[config.mk]
export PLATFORM = sky130hd
export DESIGN_NAME = alu_muldiv
export DESIGN_NICKNAME = d
export VERILOG_FILES = /design/src/rtl/alu_muldiv_pkg.sv /design/src/rtl/muldiv_iter_core.sv /design/src/rtl/alu_muldiv.sv
export SDC_FILE = /design/constraint.sdc
export NUM_CORES = 1
export LEC_CHECK = 0
export CAP_MARGIN = 20
export CORE_MARGIN = 2
export CORE_UTILIZATION = 45
export DETAILED_ROUTE_END_ITERATION = 12
export GPL_TIMING_DRIVEN = 0
export PLACE_DENSITY = 0.62
export SLEW_MARGIN = 30
export SYNTH_ARGS = -nofsm -noshare
export SYNTH_HDL_FRONTEND = slang
export SYNTH_HIERARCHICAL = 1
export SYNTH_SLANG_ARGS = --single-unit
[constraint.sdc]
create_clock -name clk -period 9.3 [get_ports clk]
set_input_delay 1.395 -clock clk [delete_from_list [all_inputs] [get_ports clk]]
set_output_delay 1.395 -clock clk [all_outputs]
set_load 0.02 [all_outputs]
[src/rtl/alu_muldiv_pkg.sv]
// Shared constants for the iterative multiply/divide unit: RV32M funct3 codes,
// control FSM states and fast-path result selectors.
// Pure declarations; no latency or flow-control behaviour of its own.
package alu_muldiv_pkg;

    // RV32M funct3 encodings
    localparam logic [2:0] OP_MUL    = 3'b000;
    localparam logic [2:0] OP_MULH   = 3'b001;
    localparam logic [2:0] OP_MULHSU = 3'b010;
    localparam logic [2:0] OP_MULHU  = 3'b011;
    localparam logic [2:0] OP_DIV    = 3'b100;
    localparam logic [2:0] OP_DIVU   = 3'b101;
    localparam logic [2:0] OP_REM    = 3'b110;
    localparam logic [2:0] OP_REMU   = 3'b111;

    typedef enum logic [1:0] {
        IDLE = 2'd0,
        CALC = 2'd1,
        DONE = 2'd2
    } state_e;

    // Result selected when an op bypasses the iteration entirely
    typedef enum logic [1:0] {
        FP_NONE     = 2'd0,
        FP_ALL_ONES = 2'd1,
        FP_OPR1     = 2'd2,
        FP_ZERO     = 2'd3
    } fastpath_e;

    function automatic logic is_div_op(input logic [2:0] op);
        return op[2];
    endfunction

    // rs1 is treated as two's complement for these ops
    function automatic logic opr1_signed(input logic [2:0] op);
        return (op == OP_MULH) || (op == OP_MULHSU) || (op == OP_DIV) || (op == OP_REM);
    endfunction

    // rs2 is treated as two's complement for these ops
    function automatic logic opr2_signed(input logic [2:0] op);
        return (op == OP_MULH) || (op == OP_DIV) || (op == OP_REM);
    endfunction

endpackage

[src/rtl/muldiv_iter_core.sv]
// Radix-2 iteration datapath: shift/add multiply and restoring divide on unsigned magnitudes.
// One iteration per step pulse; hi_nxt/lo_nxt show the post-step value combinationally.
// No flow control: the owner decides when to load and step. Divide logic present only with ALU_MULDIV_DIV_EN.
module muldiv_iter_core
    import alu_muldiv_pkg::*;
#(
    parameter int XLEN = 32
) (
    input  logic            clk,
    input  logic            rst_n,
    input  logic            load,
    input  logic            step,
`ifdef ALU_MULDIV_DIV_EN
    input  logic            is_div,
`endif
    input  logic [XLEN-1:0] lo_in,
    input  logic [XLEN-1:0] mcand_in,
    output logic [XLEN-1:0] hi_nxt,
    output logic [XLEN-1:0] lo_nxt
);

    // acc: product high half / partial remainder
    // lo : multiplier shifting out, product low half shifting in / dividend shifting out, quotient shifting in
    // mcand: multiplicand / divisor
    logic [XLEN-1:0] acc_q, acc_d;
    logic [XLEN-1:0] lo_q, lo_d;
    logic [XLEN-1:0] mcand_q, mcand_d;

    logic [XLEN:0]   mul_sum;
`ifdef ALU_MULDIV_DIV_EN
    logic [XLEN:0]   div_rem;
    logic [XLEN:0]   div_diff;
`endif

    // One iteration: add-and-shift-right for multiply, shift-left-and-trial-subtract for divide
    always_comb begin
        mul_sum = {1'b0, acc_q} + (lo_q[0] ? {1'b0, mcand_q} : {(XLEN+1){1'b0}});
        hi_nxt  = mul_sum[XLEN:1];
        lo_nxt  = {mul_sum[0], lo_q[XLEN-1:1]};
`ifdef ALU_MULDIV_DIV_EN
        div_rem  = {acc_q, lo_q[XLEN-1]};
        div_diff = div_rem - {1'b0, mcand_q};
        if (is_div) begin
            // borrow out of the top bit means the divisor did not fit: restore
            if (!div_diff[XLEN]) begin
                hi_nxt = div_diff[XLEN-1:0];
                lo_nxt = {lo_q[XLEN-2:0], 1'b1};
            end else begin
                hi_nxt = div_rem[XLEN-1:0];
                lo_nxt = {lo_q[XLEN-2:0], 1'b0};
            end
        end
`endif
    end

    // Next-state for the datapath registers: load clears the accumulator
    always_comb begin
        acc_d   = acc_q;
        lo_d    = lo_q;
        mcand_d = mcand_q;
        if (load) begin
            acc_d   = '0;
            lo_d    = lo_in;
            mcand_d = mcand_in;
        end else if (step) begin
            acc_d   = hi_nxt;
            lo_d    = lo_nxt;
        end
    end

    // Datapath registers
    always_ff @(posedge clk or negedge rst_n) begin
        if (!rst_n) begin
            acc_q   <= '0;
            lo_q    <= '0;
            mcand_q <= '0;
        end else begin
            acc_q   <= acc_d;
            lo_q    <= lo_d;
            mcand_q <= mcand_d;
        end
    end

endmodule

[src/rtl/alu_muldiv.sv]
// RV32M multiply/divide unit with valid/ready handshake on both sides; divide ops built only with ALU_MULDIV_DIV_EN.
// Latency: out_valid on the (XLEN+1)th cycle after accept; 1 cycle for divide fast paths (and all divides when disabled).
// Backpressure: result held in DONE until out_ready; in_ready low outside IDLE and during flush; flush aborts anything.
module alu_muldiv
    import alu_muldiv_pkg::*;
#(
    parameter int XLEN = 32
) (
    input  logic            clk,
    input  logic            rst_n,
    input  logic            flush,
    input  logic            in_valid,
    output logic            in_ready,
    input  logic [2:0]      op,
    input  logic [XLEN-1:0] opr1,
    input  logic [XLEN-1:0] opr2,
    output logic            out_valid,
    input  logic            out_ready,
    output logic [XLEN-1:0] result,
    output logic            err
);

    localparam int CW = $clog2(XLEN);
    localparam logic [CW-1:0] CNT_LAST = CW'(XLEN - 1);
`ifdef ALU_MULDIV_DIV_EN
    localparam logic [XLEN-1:0] XMIN = {1'b1, {(XLEN-1){1'b0}}};
`endif

    state_e          state_q, state_d;
    logic [CW-1:0]   cnt_q, cnt_d;
    logic [2:0]      op_q, op_d;
    logic            neg_q, neg_d;
    logic [XLEN-1:0] result_q, result_d;
    logic            err_q, err_d;
    logic            init_q, init_d;

    logic            s1, s2, neg_in;
    logic [XLEN-1:0] mag1, mag2;
    logic [XLEN-1:0] core_lo_in, core_mcand_in;
    fastpath_e       fp_sel;
    logic            fp_err;
    logic [XLEN-1:0] fp_res;

    logic            core_load, core_step;
    logic [XLEN-1:0] core_hi, core_lo;
    logic [2*XLEN-1:0] prod, prod_fix;
`ifdef ALU_MULDIV_DIV_EN
    logic [XLEN-1:0] quo_fix, rem_fix;
`endif
    logic [XLEN-1:0] calc_res;

    // init_q keeps in_ready low until the first edge after reset release
    assign in_ready  = init_q && (state_q == IDLE) && !flush;
    assign out_valid = (state_q == DONE);
    assign result    = result_q;
    assign err       = err_q;

    // Request decode: operand magnitudes, result sign and fast-path selection
    always_comb begin
        s1     = opr1_signed(op) && opr1[XLEN-1];
        s2     = opr2_signed(op) && opr2[XLEN-1];
        mag1   = s1 ? -opr1 : opr1;
        mag2   = s2 ? -opr2 : opr2;
        // remainder follows the dividend; products and quotients follow the sign xor
        neg_in = (op == OP_REM) ? s1 : (s1 ^ s2);
        if (is_div_op(op)) begin
            core_lo_in    = mag1;
            core_mcand_in = mag2;
        end else begin
            core_lo_in    = mag2;
            core_mcand_in = mag1;
        end
        fp_sel = FP_NONE;
        fp_err = 1'b0;
`ifdef ALU_MULDIV_DIV_EN
        if (is_div_op(op)) begin
            if (opr2 == '0) begin
                fp_sel = ((op == OP_DIV) || (op == OP_DIVU)) ? FP_ALL_ONES : FP_OPR1;
            end else if ((opr1 == XMIN) && (opr2 == '1)) begin
                if (op == OP_DIV) begin
                    fp_sel = FP_OPR1;
                end else if (op == OP_REM) begin
                    fp_sel = FP_ZERO;
                end
            end
        end
`else
        if (is_div_op(op)) begin
            fp_sel = FP_ALL_ONES;
            fp_err = 1'b1;
        end
`endif
        case (fp_sel)
            FP_ALL_ONES: fp_res = '1;
            FP_OPR1:     fp_res = opr1;
            default:     fp_res = '0;
        endcase
    end

    // Final-cycle sign correction applied to the post-step datapath value
    always_comb begin
        prod     = {core_hi, core_lo};
        prod_fix = neg_q ? -prod : prod;
`ifdef ALU_MULDIV_DIV_EN
        quo_fix  = neg_q ? -core_lo : core_lo;
        rem_fix  = neg_q ? -core_hi : core_hi;
`endif
        calc_res = '0;
        case (op_q)
            OP_MUL:                       calc_res = prod_fix[XLEN-1:0];
            OP_MULH, OP_MULHSU, OP_MULHU: calc_res = prod_fix[2*XLEN-1:XLEN];
`ifdef ALU_MULDIV_DIV_EN
            OP_DIV, OP_DIVU:              calc_res = quo_fix;
            OP_REM, OP_REMU:              calc_res = rem_fix;
`else
            OP_DIV, OP_DIVU, OP_REM, OP_REMU: calc_res = '1;
`endif
            default:                      calc_res = '0;
        endcase
    end

    // Control FSM next-state: accept, iterate XLEN times, hold until consumed; flush wins over everything
    always_comb begin
        state_d   = state_q;
        cnt_d     = cnt_q;
        op_d      = op_q;
        neg_d     = neg_q;
        result_d  = result_q;
        err_d     = err_q;
        init_d    = 1'b1;
        core_load = 1'b0;
        core_step = 1'b0;
        unique case (state_q)
            IDLE: begin
                if (in_valid && in_ready) begin
                    op_d = op;
                    if (fp_sel != FP_NONE) begin
                        state_d  = DONE;
                        result_d = fp_res;
                        err_d    = fp_err;
                    end else begin
                        state_d   = CALC;
                        cnt_d     = '0;
                        neg_d     = neg_in;
                        err_d     = 1'b0;
                        core_load = 1'b1;
                    end
                end
            end
            CALC: begin
                core_step = 1'b1;
                cnt_d     = cnt_q + CW'(1);
                if (cnt_q == CNT_LAST) begin
                    state_d  = DONE;
                    result_d = calc_res;
                end
            end
            DONE: begin
                if (out_ready) begin
                    state_d = IDLE;
                end
            end
            default: state_d = IDLE;
        endcase
        if (flush) begin
            state_d = IDLE;
            cnt_d   = '0;
        end
    end

    // Control registers
    always_ff @(posedge clk or negedge rst_n) begin
        if (!rst_n) begin
            state_q  <= IDLE;
            cnt_q    <= '0;
            op_q     <= OP_MUL;
            neg_q    <= 1'b0;
            result_q <= '0;
            err_q    <= 1'b0;
            init_q   <= 1'b0;
        end else begin
            state_q  <= state_d;
            cnt_q    <= cnt_d;
            op_q     <= op_d;
            neg_q    <= neg_d;
            result_q <= result_d;
            err_q    <= err_d;
            init_q   <= init_d;
        end
    end

    muldiv_iter_core #(
        .XLEN(XLEN)
    ) u_core (
        .clk      (clk),
        .rst_n    (rst_n),
        .load     (core_load),
        .step     (core_step),
`ifdef ALU_MULDIV_DIV_EN
        .is_div   (op_q[2]),
`endif
        .lo_in    (core_lo_in),
        .mcand_in (core_mcand_in),
        .hi_nxt   (core_hi),
        .lo_nxt   (core_lo)
    );

endmodule

**Yosys cells after proc, flatten, opt, wreduce, memory -nomap -nowiden**

Index checks and enable logic that the tools add are counted.

- Magnitude comparators: 0
- Reductions and logical operators: 24
- Bitwise operators: 2
- Div/mod/pow operators: 0
- Muxes and demuxes: 34
- $mul: 0
- Shift-type cells: 0
- Equal/unequal tests: 23
- Add/subtract/negate cells: 5

Operators with widths:

| kind | count |
|---|---|
| 32-bit two-way mux | 12 |
| 32-bit one-hot mux with 2 select lines | 2 |
| 32-bit one-hot mux with 3 select lines | 1 |
| 64-bit two-way mux | 1 |
| 32-bit negation | 2 |
| 64-bit negation | 1 |
| 32-bit by 33-bit adder with 33-bit output | 1 |
| 3-bit equality test (second input constant) | 6 |
| 5-bit two-way mux | 3 |
| 2-bit two-way mux | 5 |
| 5-bit one-hot mux with 2 select lines | 1 |
| 3-bit by 2-bit equality test with 1-bit output (second input constant) | 3 |
| 3-bit AND reduction | 3 |
| 1-bit two-way mux | 8 |
| 3-bit by 1-bit equality test with 1-bit output (second input constant) | 2 |
| 3-bit by 2-bit != test with 1-bit output (second input constant) | 2 |
| 3-bit != test (second input constant) | 2 |
| 2-bit one-hot mux with 3 select lines | 1 |
| 2-bit nonzero test | 3 |
| 5-bit by 1-bit adder with 5-bit output (second input constant) | 1 |
| 5-bit equality test (second input constant) | 1 |
| 1-bit logical AND | 5 |
| 1-bit logical OR | 5 |
| 2-bit by 1-bit equality test with 1-bit output (second input constant) | 2 |
| other kinds (13) | 15 |

- Logic and storage cells: 98
- Memories: 0
- Latch bits: 0
- Input port bits: 72
- Output and inout bits: 35
- Register bits after elaboration: 141
- Memory bits (read-only): 0
- Bits in writable memories: 0

**Longest topological paths before layout**

- Depth in word-level cells: 8
- Mapped depth: 17

**Hierarchy**

The synthesis kept the hierarchy.

Modules (own cells, without submodules):

| module | cells an instance | times used | sequential area each (µm²) | area each (µm²) |
|---|---|---|---|---|
| muldiv_iter_core | 655 | 1 | 2,402.3 | 6,247.2 |
| alu_muldiv | 801 | 1 | 1,101.1 | 6,102.1 |

**Least setup slack after synthesis**

No wires, ideal clock.

- Kind: input to register
- From: in flush
- To: reg u_core.mcand_q[10]
- Arrival: 4,505 ps
- Stages on the path: 10
- Slack: 4,670 ps
- Required time: 9,175 ps
- Buffers on the path: 5
- Path through: clkbuf_1 > nor4b_1 > nand2_1 > or2_2 > clkbuf_1 > inv_1 > clkbuf_1 > clkbuf_1 > buf_1 > mux2_2

- Word-level cells in the longest chain between the ends: 5

RTL lines:

| element | line | RTL |
|---|---|---|
| start, declared | alu_muldiv.sv:11 | `input logic flush,` |
| 1-bit logical NOT | alu_muldiv.sv:53 | `assign in_ready = init_q && (state_q == IDLE) && !flush;` |
| 1-bit logical AND | alu_muldiv.sv:53 |  |
| named net in_ready | alu_muldiv.sv:13 | `output logic in_ready,` |
| 1-bit logical AND | alu_muldiv.sv:135 | `if (in_valid && in_ready) begin` |
| 1-bit two-way mux | alu_muldiv.sv:135 |  |
| 1-bit two-way mux | alu_muldiv.sv:133 | `unique case (state_q)` |
| named net core_load | alu_muldiv.sv:44 | `logic core_load, core_step;` |
| end signal, assigned | muldiv_iter_core.sv:80 | `mcand_q <= mcand_d;` |
| end, declared | muldiv_iter_core.sv:27 | `logic [XLEN-1:0] mcand_q, mcand_d;` |

The timed path passes the listed nets, and every way through them passes these cells.
A chain may end at the register's enable or synchronous reset.

**Worst setup path after layout**

- From: in flush
- To: reg u_core.lo_q[29]

- Word-level cells in the longest chain between the ends: 6
- Elaborated cells on any way between the ends: 7
- Those cells by class: 3 x mux; 4 x reduce/logical

RTL lines:

| element | line | RTL |
|---|---|---|
| 1-bit logical NOT (*) | alu_muldiv.sv:53 |  |
| 1-bit logical AND (*) | alu_muldiv.sv:53 |  |
| 1-bit logical AND (*) | alu_muldiv.sv:135 |  |
| 1-bit two-way mux (*) | alu_muldiv.sv:135 |  |
| 1-bit two-way mux (*) | alu_muldiv.sv:133 |  |
| named net core_load | alu_muldiv.sv:44 |  |
| 32-bit two-way mux or 2-bit nonzero test (tied branches) | - |  |
| end signal, assigned | muldiv_iter_core.sv:79 | `lo_q <= lo_d;` |
| end, declared | muldiv_iter_core.sv:26 | `logic [XLEN-1:0] lo_q, lo_d;` |

Mark *: on every way through the listed nets, which the timed path passes. The rest lies on a longest branch.

==> flow_summary.ini <==
[floorplanning]
ioPinCount = 107
die_h_um = 169.7
start_util_pct = 45.82
core-area_sq_um = 26950
rows = 60
die_area_sq_um = 28780
die_w_um = 169.7

[setup_path]
r2r_cells = 16
crit_path_start_kind = input pin
cp.required_ns = 9.65
worstPathArrival_ns = 5.51
critPathKind = in -> reg
worstSetupEndpointType = flip-flop
critPathMaxFanout = 10

[yosys]
synth-edff-count = 0
synth_top_area_share_pct = 28.37
avgSynthCellArea_sq_um = 8.482
yosysTopAreaCell = dfrtp_1
synth_nets = 1566
synth_cells = 1456
synthArstFlopShare_pct = 100.0
yosys-top-cells-area = dfrtp_1 (28%), mux2i_1 (9.6%), xnor2_1 (4.9%)
ys_ff_latch = 140
synth_flop_cell = dfrtp_1
synthDistinctLibCells = 85
yosysWarningCount = 6
syn_area_sq_um = 12350
yosysSeqAreaShare_pct = 28.37

[global_routing]
grt_max_degree = 79
track_usage_pct = 31.03
globalRouteOverflowTotal = 0
grt_pass1_wl_um = 68080
antenna_found_initial = 0
grt_pass1_vias = 11600

[timing]
fin_tns_setup_ns = 0
slew_headroom_pct = 31.37
period_needed_ns = 5.159
fmax_mhz = 193.8
rsz0062_at_grt = false
drv_slew = 0
setup_viol = 0
skew_ns = 0.01525
hold_violations = 0
post-route-period-util_pct = 55.47
max_slew.worst_pin.slew_ns = 1.022

[power_and_ir_drop]
power_mw = 3.759
ir_drop_v = 0.0001396
p_leak_nw = 5.769
p_per_area_nw_per_um2 = 260.6

[cells_and_area]
fill_cells = 2540
seq_area_sq_um = 3503
antenna_cells = 0
syn_to_final_growth_pct = 16.84
drive_above_1_share_pct = 10.24
fin_area_sq_um = 14430
multi_input_area_sq_um = 8198
nets = 1689

[clock_network]
cts_setup_buffers = 0
clock_sinks = 140
htree_levels = 4
clockBufferDepth = 2
cts_tree = done
cts_resized = 0
cts_hold_buf = 0
clk_pin_slew_ns = 0.07
cts_made_buffers = 17
cts-root-buf = clkbuf_16
clk_latency_ns = 0.43

[drt]
wl_per_cell_um = 22.82
drt_iter0_markers = 1017
wl_met3_um = 2680
wl_met1_um = 19720
routed_wl_um = 44110
met2_length_um = 20190
via_per_inst = 6.106
first_pass_iters = 8
vias = 11800
drc = 0
topRoutingLayerUsed = met4
detail-route-antenna-nets = 0

[placement]
placed_cell_area_sq_um = 13840
gp_congestion = 0.9920
dp_hpwl_um = 35450
portBuffers = 103

[min_path]
min_path_cells = 1
min_path_type = reg -> reg

[run_status]
status = complete, no violations

[flow_run]
cap_violations = 0
stage by stage:
step	std cells	util [%]	hold WS, ns	worst slack (ns)
floorplan	1456	-	0.4330	4.670
global placement	1900	51.23	0.4640	0.9142
detailed placement	1901	51.37	0.4605	3.711
CTS	1933	53.52	0.4783	4.152
global route	1933	53.54	0.5103	3.917
finish	1933	53.54	0.4835	4.141
worst max-delay path: stages:
cell	delay (ns)
clkbuf_1	0.18
nor4b_1	0.53
nand2_1	0.29
or2_2	0.34
clkbuf_1	0.28
inv_1	0.15
clkbuf_1	0.39
clkbuf_1	0.50
buf_1	0.55
clkbuf_1	0.64
nand2_1	0.12
o21ai_0	0.11
cells by family (layout without fill, tap and decap cells):
group | Yosys count | after routing | synth area share (%)
fa+ha+maj | 38 | 38 | 3.911
compound gates | 349 | 349 | 19.05
buf+inv | 142 | 278 | 5.329
xor+xnor | 120 | 120 | 8.511
mux | 160 | 160 | 13.39
other cells | 1 | 1 | 0.03037
flops | 140 | 140 | 28.37
simple gates | 506 | 506 | 21.41
worst paths after layout:
kind | startpoint | slack, ns | end
setup / recovery | flush | 4.14 | u_core/lo_q[29]$_DFFE_PN0P_
hold / removal | state_q[1]$_DFFE_PN0P_ | 0.48 | state_q[0]$_DFFE_PN0P_
setup reg to reg | u_core/lo_q[0]$_DFFE_PN0P_ | 4.17 | result[18]$_DFFE_PN0P_
hold reg to reg | state_q[1]$_DFFE_PN0P_ | 0.48 | state_q[0]$_DFFE_PN0P_
max in group asynchronous | rst_n | 7.61 | u_core/mcand_q[13]$_DFFE_PN0P_
min in group asynchronous | rst_n | 0.90 | result[9]$_DFFE_PN0P_
layout by cell type, fill, tap and decap left out, types with 11 or more instances in the layout:
master / instances
or3_1: 22
buf_4: 31
mux2i_1: 118
buf_1: 11
or2_2: 11
ha_1: 37
dfrtp_1: 140
o21ai_0: 82
nor4_1: 25
a221oi_1: 17
nand2_1: 118
o41ai_1: 13
xnor2_1: 69
clkbuf_16: 17
nor2_1: 130
a21o_1: 13
mux2_2: 42
a21oi_1: 86
nand3_1: 22
inv_1: 27
or4_1: 12
and2_1: 35
xor2_1: 51
o31ai_1: 22
a31oi_1: 22
nand4_1: 16
clkdlybuf4s50_1: 102
clkbuf_1: 66
nand2b_1: 14
nor3_1: 42
layer usage:
layer / up-vias / GRT usage, %
li1: 5562 / -
met2: 510 / 51.71
met3: 98 / 4.058
met4: 0 / 11.15
met5: - / 0
met1: 5632 / 41.32
registers in the layout (all words and copies together), names as in the netlist:
register,cells
init_q,1
neg_q,1
u_core/acc_q,32
u_core/lo_q,32
result,32
state_q,2
cnt_q,5
u_core/mcand_q,32
op_q,3
area by class of cell:
type / instances / share of cell area [%]
multi-input cells: 1174 / 56.82
flip-flops and latches: 140 / 24.28
repair buffers: 104 / 7.371
plain buffers: 114 / 3.833
clock buffers: 18 / 2.974
well taps: 341 / 2.957
clock inverters: 14 / 1.041
inverters: 28 / 0.7284
where the power goes:
group	switching [mW]	internal, mW	leakage, nW
Combinational	1.39	0.755	3.84
Sequential	0.138	0.784	1.65
Clock	0.313	0.380	0.282
synthesized netlist by cell type (8+ instances only):
cell,instances
a21oi_1,86
a31oi_1,22
dfrtp_1,140
o31ai_1,22
mux2i_1,118
nor3_1,43
clkbuf_1,65
ha_1,37
and3_1,10
nor2_1,130
or2_2,11
o41ai_1,13
o211ai_1,10
inv_1,27
nor4_1,25
o21ai_0,82
buf_1,11
a211oi_1,8
buf_4,31
nand2_1,118
or4_1,12
nand2b_1,14
and2_1,35
nand4_1,16
o21a_1,10
mux2_2,42
xnor2_1,69
or3_1,22
nand3_1,22
a21o_1,13
a221oi_1,17
xor2_1,51
(Power assumes the default switching activity.)
